--- src/rtl/muldiv_pkg.sv ---
// Shared encodings and defaults for the HI/LO multiply/divide unit.
package muldiv_pkg;

  localparam int WIDTH_DEF   = 32;
  localparam int RADDR_W_DEF = 5;

  typedef enum logic [2:0] {
    OP_MULT  = 3'd0,
    OP_MULTU = 3'd1,
    OP_DIV   = 3'd2,
    OP_DIVU  = 3'd3,
    OP_MFHI  = 3'd4,
    OP_MFLO  = 3'd5,
    OP_MTHI  = 3'd6,
    OP_MTLO  = 3'd7
  } op_e;

  typedef enum logic [1:0] {
    ST_IDLE = 2'd0,
    ST_CALC = 2'd1,
    ST_FIX  = 2'd2
  } state_e;

endpackage

--- src/rtl/muldiv_core.sv ---
// Iterative unsigned datapath: shift-add multiply or restoring divide,
// one step per clock for WIDTH clocks after start.
module muldiv_core
  import muldiv_pkg::*;
#(
  parameter int WIDTH = WIDTH_DEF
) (
  input  logic             clk,
  input  logic             rst_n,
  input  logic             start,
  input  logic             is_div,
  input  logic [WIDTH-1:0] a,
  input  logic [WIDTH-1:0] b,
  output logic             done,
  output logic [WIDTH-1:0] prod_hi,
  output logic [WIDTH-1:0] prod_lo
);

  localparam int CW = $clog2(WIDTH);

  // acc is the product high half / partial remainder; sh is the multiplier
  // being shifted out / dividend shifting into quotient.
  logic [WIDTH-1:0] acc, sh, op_b;
  logic [CW-1:0]    cnt;
  logic             run, div_q;

  logic [WIDTH:0] add_sum, sub_shift, sub_diff;

  assign add_sum   = {1'b0, acc} + (sh[0] ? {1'b0, op_b} : '0);
  assign sub_shift = {acc, sh[WIDTH-1]};
  assign sub_diff  = sub_shift - {1'b0, op_b};

  // Asserted during the final step so the FSM leaves CALC on that same edge.
  assign done    = run && (cnt == CW'(WIDTH-1));
  assign prod_hi = acc;
  assign prod_lo = sh;

  // Load operands on start, then run one iteration per clock.
  always_ff @(posedge clk or negedge rst_n) begin
    if (!rst_n) begin
      acc   <= '0;
      sh    <= '0;
      op_b  <= '0;
      cnt   <= '0;
      run   <= 1'b0;
      div_q <= 1'b0;
    end else if (start) begin
      acc   <= '0;
      sh    <= a;
      op_b  <= b;
      cnt   <= '0;
      run   <= 1'b1;
      div_q <= is_div;
    end else if (run) begin
      if (div_q) begin
        // Divide by zero naturally yields all-ones quotient, remainder = dividend.
        if (!sub_diff[WIDTH]) begin
          acc <= sub_diff[WIDTH-1:0];
          sh  <= {sh[WIDTH-2:0], 1'b1};
        end else begin
          acc <= sub_shift[WIDTH-1:0];
          sh  <= {sh[WIDTH-2:0], 1'b0};
        end
      end else begin
        acc <= add_sum[WIDTH:1];
        sh  <= {add_sum[0], sh[WIDTH-1:1]};
      end
      cnt <= cnt + 1'b1;
      if (done) run <= 1'b0;
    end
  end

endmodule

--- src/rtl/hilo_muldiv.sv ---
// HI/LO multiply/divide unit: FSM, sign handling, HI/LO state and the
// registered MFHI/MFLO writeback port.
module hilo_muldiv
  import muldiv_pkg::*;
#(
  parameter int WIDTH   = WIDTH_DEF,
  parameter int RADDR_W = RADDR_W_DEF
) (
  input  logic               clk,
  input  logic               rst_n,
  input  logic               op_valid,
  input  logic [2:0]         op,
  input  logic [WIDTH-1:0]   rs_val,
  input  logic [WIDTH-1:0]   rt_val,
  input  logic [RADDR_W-1:0] dst,
  output logic               op_ready,
  output logic               busy,
  output logic               wb_we,
  output logic [RADDR_W-1:0] wb_wn,
  output logic [WIDTH-1:0]   wb_wd,
  output logic [WIDTH-1:0]   hi,
  output logic [WIDTH-1:0]   lo
);

  state_e state;
  logic   neg_res_q, neg_rem_q, div_q, div0_q;

  logic             signed_op, rs_neg, rt_neg, start;
  logic [WIDTH-1:0] a_mag, b_mag;
  logic             core_done;
  logic [WIDTH-1:0] core_hi, core_lo;
  logic [2*WIDTH-1:0] prod, prod_fix;
  logic [WIDTH-1:0]   quo_fix, rem_fix;

  assign op_ready = (state == ST_IDLE);
  assign busy     = !op_ready;

  assign signed_op = (op_e'(op) == OP_MULT) || (op_e'(op) == OP_DIV);
  assign rs_neg    = signed_op && rs_val[WIDTH-1];
  assign rt_neg    = signed_op && rt_val[WIDTH-1];
  assign a_mag     = rs_neg ? -rs_val : rs_val;
  assign b_mag     = rt_neg ? -rt_val : rt_val;
  assign start     = op_valid && op_ready && !op[2];

  muldiv_core #(.WIDTH(WIDTH)) u_core (
    .clk     (clk),
    .rst_n   (rst_n),
    .start   (start),
    .is_div  (op[1]),
    .a       (a_mag),
    .b       (b_mag),
    .done    (core_done),
    .prod_hi (core_hi),
    .prod_lo (core_lo)
  );

  // Sign fix-up of the unsigned core result; div-by-zero forces LO to all ones
  // (the remainder already reconstructs rs_val once its sign is restored).
  assign prod     = {core_hi, core_lo};
  assign prod_fix = neg_res_q ? -prod : prod;
  assign quo_fix  = div0_q ? '1 : (neg_res_q ? -core_lo : core_lo);
  assign rem_fix  = neg_rem_q ? -core_hi : core_hi;

  // Control FSM plus HI/LO and writeback registers.
  always_ff @(posedge clk or negedge rst_n) begin
    if (!rst_n) begin
      state     <= ST_IDLE;
      hi        <= '0;
      lo        <= '0;
      wb_we     <= 1'b0;
      wb_wn     <= '0;
      wb_wd     <= '0;
      neg_res_q <= 1'b0;
      neg_rem_q <= 1'b0;
      div_q     <= 1'b0;
      div0_q    <= 1'b0;
    end else begin
      wb_we <= 1'b0;
      case (state)
        ST_IDLE: begin
          if (op_valid) begin
            case (op_e'(op))
              OP_MULT, OP_MULTU, OP_DIV, OP_DIVU: begin
                state     <= ST_CALC;
                neg_res_q <= rs_neg ^ rt_neg;
                neg_rem_q <= rs_neg;
                div_q     <= op[1];
                div0_q    <= op[1] && (rt_val == '0);
              end
              OP_MFHI: begin
                wb_we <= (dst != '0);
                wb_wn <= dst;
                wb_wd <= hi;
              end
              OP_MFLO: begin
                wb_we <= (dst != '0);
                wb_wn <= dst;
                wb_wd <= lo;
              end
              OP_MTHI: hi <= rs_val;
              OP_MTLO: lo <= rs_val;
              default: ;
            endcase
          end
        end
        ST_CALC: begin
          if (core_done) state <= ST_FIX;
        end
        ST_FIX: begin
          if (div_q) begin
            hi <= rem_fix;
            lo <= quo_fix;
          end else begin
            hi <= prod_fix[2*WIDTH-1:WIDTH];
            lo <= prod_fix[WIDTH-1:0];
          end
          state <= ST_IDLE;
        end
        default: state <= ST_IDLE;
      endcase
    end
  end

endmodule

--- config.mk ---
export PLATFORM = sky130hd
export DESIGN_NAME = hilo_muldiv
export DESIGN_NICKNAME = d
export VERILOG_FILES = /design/src/rtl/muldiv_pkg.sv /design/src/rtl/muldiv_core.sv /design/src/rtl/hilo_muldiv.sv
export SDC_FILE = /design/constraint.sdc
export NUM_CORES = 1
export LEC_CHECK = 0
export CAP_MARGIN = 20
export CELL_PAD_IN_SITES_DETAIL_PLACEMENT = 1
export CELL_PAD_IN_SITES_GLOBAL_PLACEMENT = 1
export CORE_ASPECT_RATIO = 0.75
export CORE_MARGIN = 10
export CORE_UTILIZATION = 47
export CTS_CLUSTER_SIZE = 20
export DETAILED_ROUTE_END_ITERATION = 7
export HOLD_SLACK_MARGIN = 0.06
export PLACE_DENSITY = 0.92
export SLEW_MARGIN = 0
export SYNTH_ARGS = -nofsm -noshare
export SYNTH_HDL_FRONTEND = slang
export SYNTH_SLANG_ARGS = --single-unit
--- constraint.sdc ---
create_clock -name clk -period 9.41 [get_ports clk]
set_input_delay 1.882 -clock clk [delete_from_list [all_inputs] [get_ports clk]]
set_output_delay 1.882 -clock clk [all_outputs]
set_load 0.05 [all_outputs]
# After elaboration in Yosys (flattened, before gate mapping)
# Index checks and enable logic that the tools add are counted.
[word_totals]
ff_bits = 211
wordCells = 100
[classes]
n_addsub = 8
n_eq_ne = 15
n_mux = 36
bitwise_logic = 1
n_reduce_logical = 24
[op_table]
columns = ["operator", "n"]
rows = [
  ["$mux 32", 19],
  ["$pmux 32 s2", 3],
  ["$neg 32->32", 4],
  ["$mux 64", 1],
  ["$neg 64->64", 1],
  ["$add 32x33->33", 1],
  ["$sub 33x32->33", 1],
  ["$logic_not 32->1", 1],
  ["$reduce_and 3->1", 6],
  ["$eq 3x3->1 const B", 4],
  ["$mux 5", 2],
  ["$mux 1", 7],
  ["$eq 3x2->1 const B", 2],
  ["$logic_and 1x1->1", 6],
  ["$mux 2", 3],
  ["$ne 2x1->1 const B", 3],
  ["$reduce_bool 2->1", 3],
  ["$add 5x1->5 const B", 1],
  ["$eq 5x5->1 const B", 1],
  ["$reduce_bool 5->1", 1],
  ["$ne 2x2->1 const B", 2],
  ["$pmux 2 s2", 1],
  ["$reduce_or 4->1", 1],
  ["$eq 3x1->1 const B", 1],
  ["other kinds (8)", 9],
]

# Depth between registers and ports, before layout
[depth]
depth_word = 5
mapped_depth = 14
ltp_nobuf = 13

# By module
# Synthesis repeated with hierarchy kept, for this count alone.
[unflattened]
hier_cells = 2101
area_unflattened_um2 = 17057.6
[by_module_without_submodules]
columns = ["mod", "instances", "cells_per_inst", "area_per_inst_um2"]
rows = [
  ["muldiv_core", 1, 1090, 8876.0],
  ["hilo_muldiv", 1, 1011, 8181.6],
]

# Worst setup path before layout
# OpenSTA, ideal clock, no wires.
[synth_path]
kind = "input-to-reg"
start = "input port rs_val[2]"
end = "register u_core.sh[29] (netlist: u_core.prod_lo[29])"
t_arrival_ns = 3.649
t_required_ns = 9.277
setup_slack_ns = 5.628
cell_stages = 9
path_cell_list = "clkbuf_1 -> nor4_1 -> nand2_1 -> nor3_1 -> and3_1 -> nand2_1 -> o31ai_1 -> xor2_1 -> o21ai_0"
[synth_via]
elab_chain_cells = 3
[synth_rtl]
columns = ["item", "line", "rtl"]
rows = [
  ["start, declared", "hilo_muldiv.sv:13", "input logic [WIDTH-1:0] rs_val,"],
  ["$neg 32->32", "hilo_muldiv.sv:41", "assign a_mag = rs_neg ? -rs_val : rs_val;"],
  ["$mux 32", "hilo_muldiv.sv:41", ""],
  ["$mux 32", "muldiv_core.sv:47", "end else if (start) begin"],
  ["end signal, assigned", "muldiv_core.sv:59", "sh <= {sh[WIDTH-2:0], 1'b1};"],
  ["end signal, assigned", "muldiv_core.sv:62", "sh <= {sh[WIDTH-2:0], 1'b0};"],
  ["end signal, assigned", "muldiv_core.sv:66", "sh <= {add_sum[0], sh[WIDTH-1:1]};"],
  ["end, declared", "muldiv_core.sv:23", "logic [WIDTH-1:0] acc, sh, op_b;"],
]
# No other way between the ends.
# A chain may end at the register's enable or synchronous reset.

# Final worst setup path
[layout_path]
start = "register u_core.sh[31] (netlist: u_core.prod_lo[31])"
end = "register u_core.acc[20] (netlist: u_core.prod_hi[20])"
[layout_via]
elab_chain_cells = 5
[layout_rtl]
columns = ["item", "line", "rtl"]
rows = [
  ["$sub 33x32->33", "muldiv_core.sv:31", "assign sub_diff = sub_shift - {1'b0, op_b};"],
  ["$mux 32", "muldiv_core.sv:57", "if (!sub_diff[WIDTH]) begin"],
  ["$mux 32", "muldiv_core.sv:55", "if (div_q) begin"],
  ["$mux 32", "muldiv_core.sv:54", "end else if (run) begin"],
  ["$mux 32", "muldiv_core.sv:47", ""],
  ["end signal, assigned", "muldiv_core.sv:58", "acc <= sub_diff[WIDTH-1:0];"],
  ["end signal, assigned", "muldiv_core.sv:61", "acc <= sub_shift[WIDTH-1:0];"],
  ["end signal, assigned", "muldiv_core.sv:65", "acc <= add_sum[WIDTH:1];"],
  ["end, declared", "muldiv_core.sv:23", ""],
]
# No other way between the ends. The select of a mux whose other input is x is not followed.

==> results.ini <==
[status]
run_status = completed

[floorplan]
fp.dieH_um = 180
rows = 58
start_util = 0.476
fp.coreArea_mm2 = 0.0335
io_pins = 179
dieArea_mm2 = 0.0418
die_w_um = 233

[setup_path]
path_class = register to register
cp.arrival_ns = 5.14
cp-end-kind = register
worstPathRequired_ns = 9.86
crit_path_max_fanout = 35
reg2reg_slack_ns = 4.72
worstSetupStartpointType = register

[clocking]
cts-buffers-inserted = 25
root_buffer = clkbuf_16
cts_buffer_depth = 3
cts_tree = yes
cts_max_level = 1
clk_pin_slew_ns = 0.06
clk_latency_ns = 0.57
hold_buffers = 0
post_cts_buffers = 0
cts_sinks = 211
cts_resized = 0

[route]
route.detailed.drc = 0
viasPerCell = 6.70
routed_wl_mm = 69.5
via_count = 17200
drt_first_pass_iters = 8
wl_per_cell_um = 27.1
ant_nets = 0
drt_iter0_markers = 2404

[timing]
finalCriticalPeriod_ns = 4.69
worstMarginPinSlew_ns = 1.14
slew_violations = 0
setup-tns-final_ns = 0
finalSetupViolations = 0
maxSlewHeadroom = 0.243
post-route-period-util = 0.498
fin_skew_ns = 0.0442
timing_hold_violations_final = 0
rsz0062_at_grt = no
max_freq_mhz = 213
setup_ws_ns = 4.72

[synth]
synthTopCellsByArea = dfrtp_1, o21ai_0, xnor2_1
ys_seq_area_frac = 0.331
synth_edf_count = 0
syn-num-nets = 2127
ys_warn_count = 0
synth_area_per_cell_um2 = 8.06
synthArstFlopShare = 1.00
synth_flop_cell = dfrtp_1
synth_top_area_frac = 0.331
ys_types = 76
syn_inst = 1980
synth_largest_area_cell = dfrtp_1
synth.cell_area_mm2 = 0.0160
ys_seq_elements = 211

[layout]
area_growth_pct = 19.0
final_nets = 2232
drive_gt1_frac = 0.0494
n_fill_cell = 4022
finalNonFillerCells = 2562

[run]
drv_cap = 0

[grt]
grt_pass1_vias = 16900
grt_start_max_net_pins = 106
grt_overflow_total = 0
grt_pass1_wl_mm = 105
groute.usage.overall = 0.317
antenna_found_initial = 12

[place]
place_ws_ns = 4.53
hpwlAfterDp_mm = 50.7
io_buffers = 178
dp_cells = 2504
routabilityCongestion = 0.970

[pwr]
peakVddDrop_mv = 0.243
p_per_area_mw_per_mm2 = 480
power.leakage_nw = 7.85

[worst_hold_path]
hp-class = register to register

per-layer routing:
metal	vias to the layer above	wire length, µm	share of wire	track usage
li1	7382	-	-	-
met1	8544	29300	0.42	0.446
met2	1018	29500	0.43	0.467
met3	205	8020	0.12	0.0815
met4	10	2600	0.037	0.0969
met5	-	59	0.00085	0
critical path, stage by stage (launching register included):
cell and delay, ns:
dfrtp_1 0.50, inv_1 0.17, ha_1 0.30, fa_1 0.41, nand2b_1 0.21, a21oi_1 0.30, o21ai_1 0.31, a21o_1 0.28
a21oi_1 0.56, xor2_4 0.34, buf_4 0.53, mux2i_1 0.28, nand2_1 0.11, a22o_1 0.24
final cells by class:
class / instances / area [µm²] / area share
multi-input combinational: 1581 / 9990 / 0.526
timing repair buffer: 201 / 2030 / 0.107
clock buffer: 34 / 709 / 0.0373
clock inverter: 12 / 151 / 0.00797
antenna: 8 / 20.0 / 0.00105
inverter: 65 / 244 / 0.0128
tap: 450 / 563 / 0.0296
sequential: 211 / 5280 / 0.278
power by group:
group          switching, mW  total [mW]  leakage [nW]  internal [mW]
Combinational           3.86        6.03          4.80           2.17
Clock                  0.438        1.05         0.421          0.613
Sequential             0.685        2.03          2.62           1.35
Total                   4.98        9.11          7.85           4.13
stage by stage:
stage / area [µm²] / hold WS (ns) / power (mW) / utilization
final: 19000 / 0.485 / 9.11 / 0.567
after floorplan: 16000 / 0.450 / 5.86 / -
after CTS: 18900 / 0.485 / 8.93 / 0.563
after global placement: 18000 / 0.462 / 7.51 / 0.537
after global routing: 19000 / 0.508 / 9.61 / 0.567
after detailed placement: 18000 / 0.469 / 7.79 / 0.537
cell usage in the layout, fill, tap and decap left out, types with 8 or more instances in the layout:
cell / Yosys / routed
nand2_1: 258 / 258
o31ai_1: 20 / 20
a21o_1: 17 / 17
o211ai_1: 36 / 36
buf_4: 1 / 19
a31oi_1: 16 / 16
mux2i_1: 57 / 57
a22oi_1: 19 / 19
clkdlybuf4s50_1: 0 / 177
or4_1: 8 / 8
diode_2: 0 / 8
nand4_1: 15 / 15
nand2b_1: 16 / 16
o41ai_1: 15 / 15
a211oi_1: 24 / 24
xor2_1: 61 / 60
xnor2_1: 113 / 113
inv_1: 64 / 64
dfrtp_1: 211 / 209
o21ai_0: 245 / 245
o21a_1: 8 / 8
or3_1: 21 / 21
o21bai_1: 8 / 8
nor4_1: 12 / 12
o22ai_1: 70 / 70
nor2_1: 151 / 150
nor2b_1: 9 / 8
ha_1: 70 / 70
nor3_1: 44 / 44
and3_1: 10 / 10
nand3_1: 28 / 28
a21oi_1: 125 / 125
clkbuf_16: 0 / 25
cell families (layout without fill, tap and decap cells):
logic type / count (synthesis) / in the layout / synth area share
AO/OA/AOI/OAI: 662 / 662 / 0.254
XOR/XNOR: 174 / 174 / 0.0955
adder cells (fa/ha/maj): 72 / 72 / 0.0574
buffers and inverters: 188 / 312 / 0.0449
flip-flops: 211 / 211 / 0.331
multiplexers: 63 / 63 / 0.0400
other: 0 / 8 / 0
AND/OR/NAND/NOR: 610 / 610 / 0.177
cell usage after synthesis, types with 16 or more instances:
cell        n
a21o_1     17
o211ai_1   36
or3_1      21
nand3_1    28
nand2b_1   16
o22ai_1    70
clkbuf_1  107
nor3_1     44
inv_1      64
o21ai_0   245
a211oi_1   24
dfrtp_1   211
mux2i_1    57
xor2_1     61
a31oi_1    16
xnor2_1   113
o31ai_1    20
a21oi_1   125
nand2_1   258
nor2_1    151
ha_1       70
a22oi_1    19
path summary, 6_finish.rpt:
path / from / endpoint / cells past startpoint
max reg2reg: u_core.prod_lo[31] / u_core.prod_hi[20] / 13
min: wb_wd[30] / wb_wd[30] / 2
min in group asynchronous: rst_n / wb_wn[3] / 1
min reg2reg: wb_wd[30] / wb_wd[30] / 2
max in group asynchronous: rst_n / u_core.run / 2
max: u_core.prod_lo[31] / u_core.prod_hi[20] / 13
registers in the layout, indices dropped and copies added (netlist names), 2 cells and up:
register and cells:
wb_wn 5, lo 32, u_core.prod_lo 32, u_core.op_b 32, wb_wd 32, state 2, u_core.cnt 5, hi 32
u_core.prod_hi 32
(Power assumes the default switching activity.)
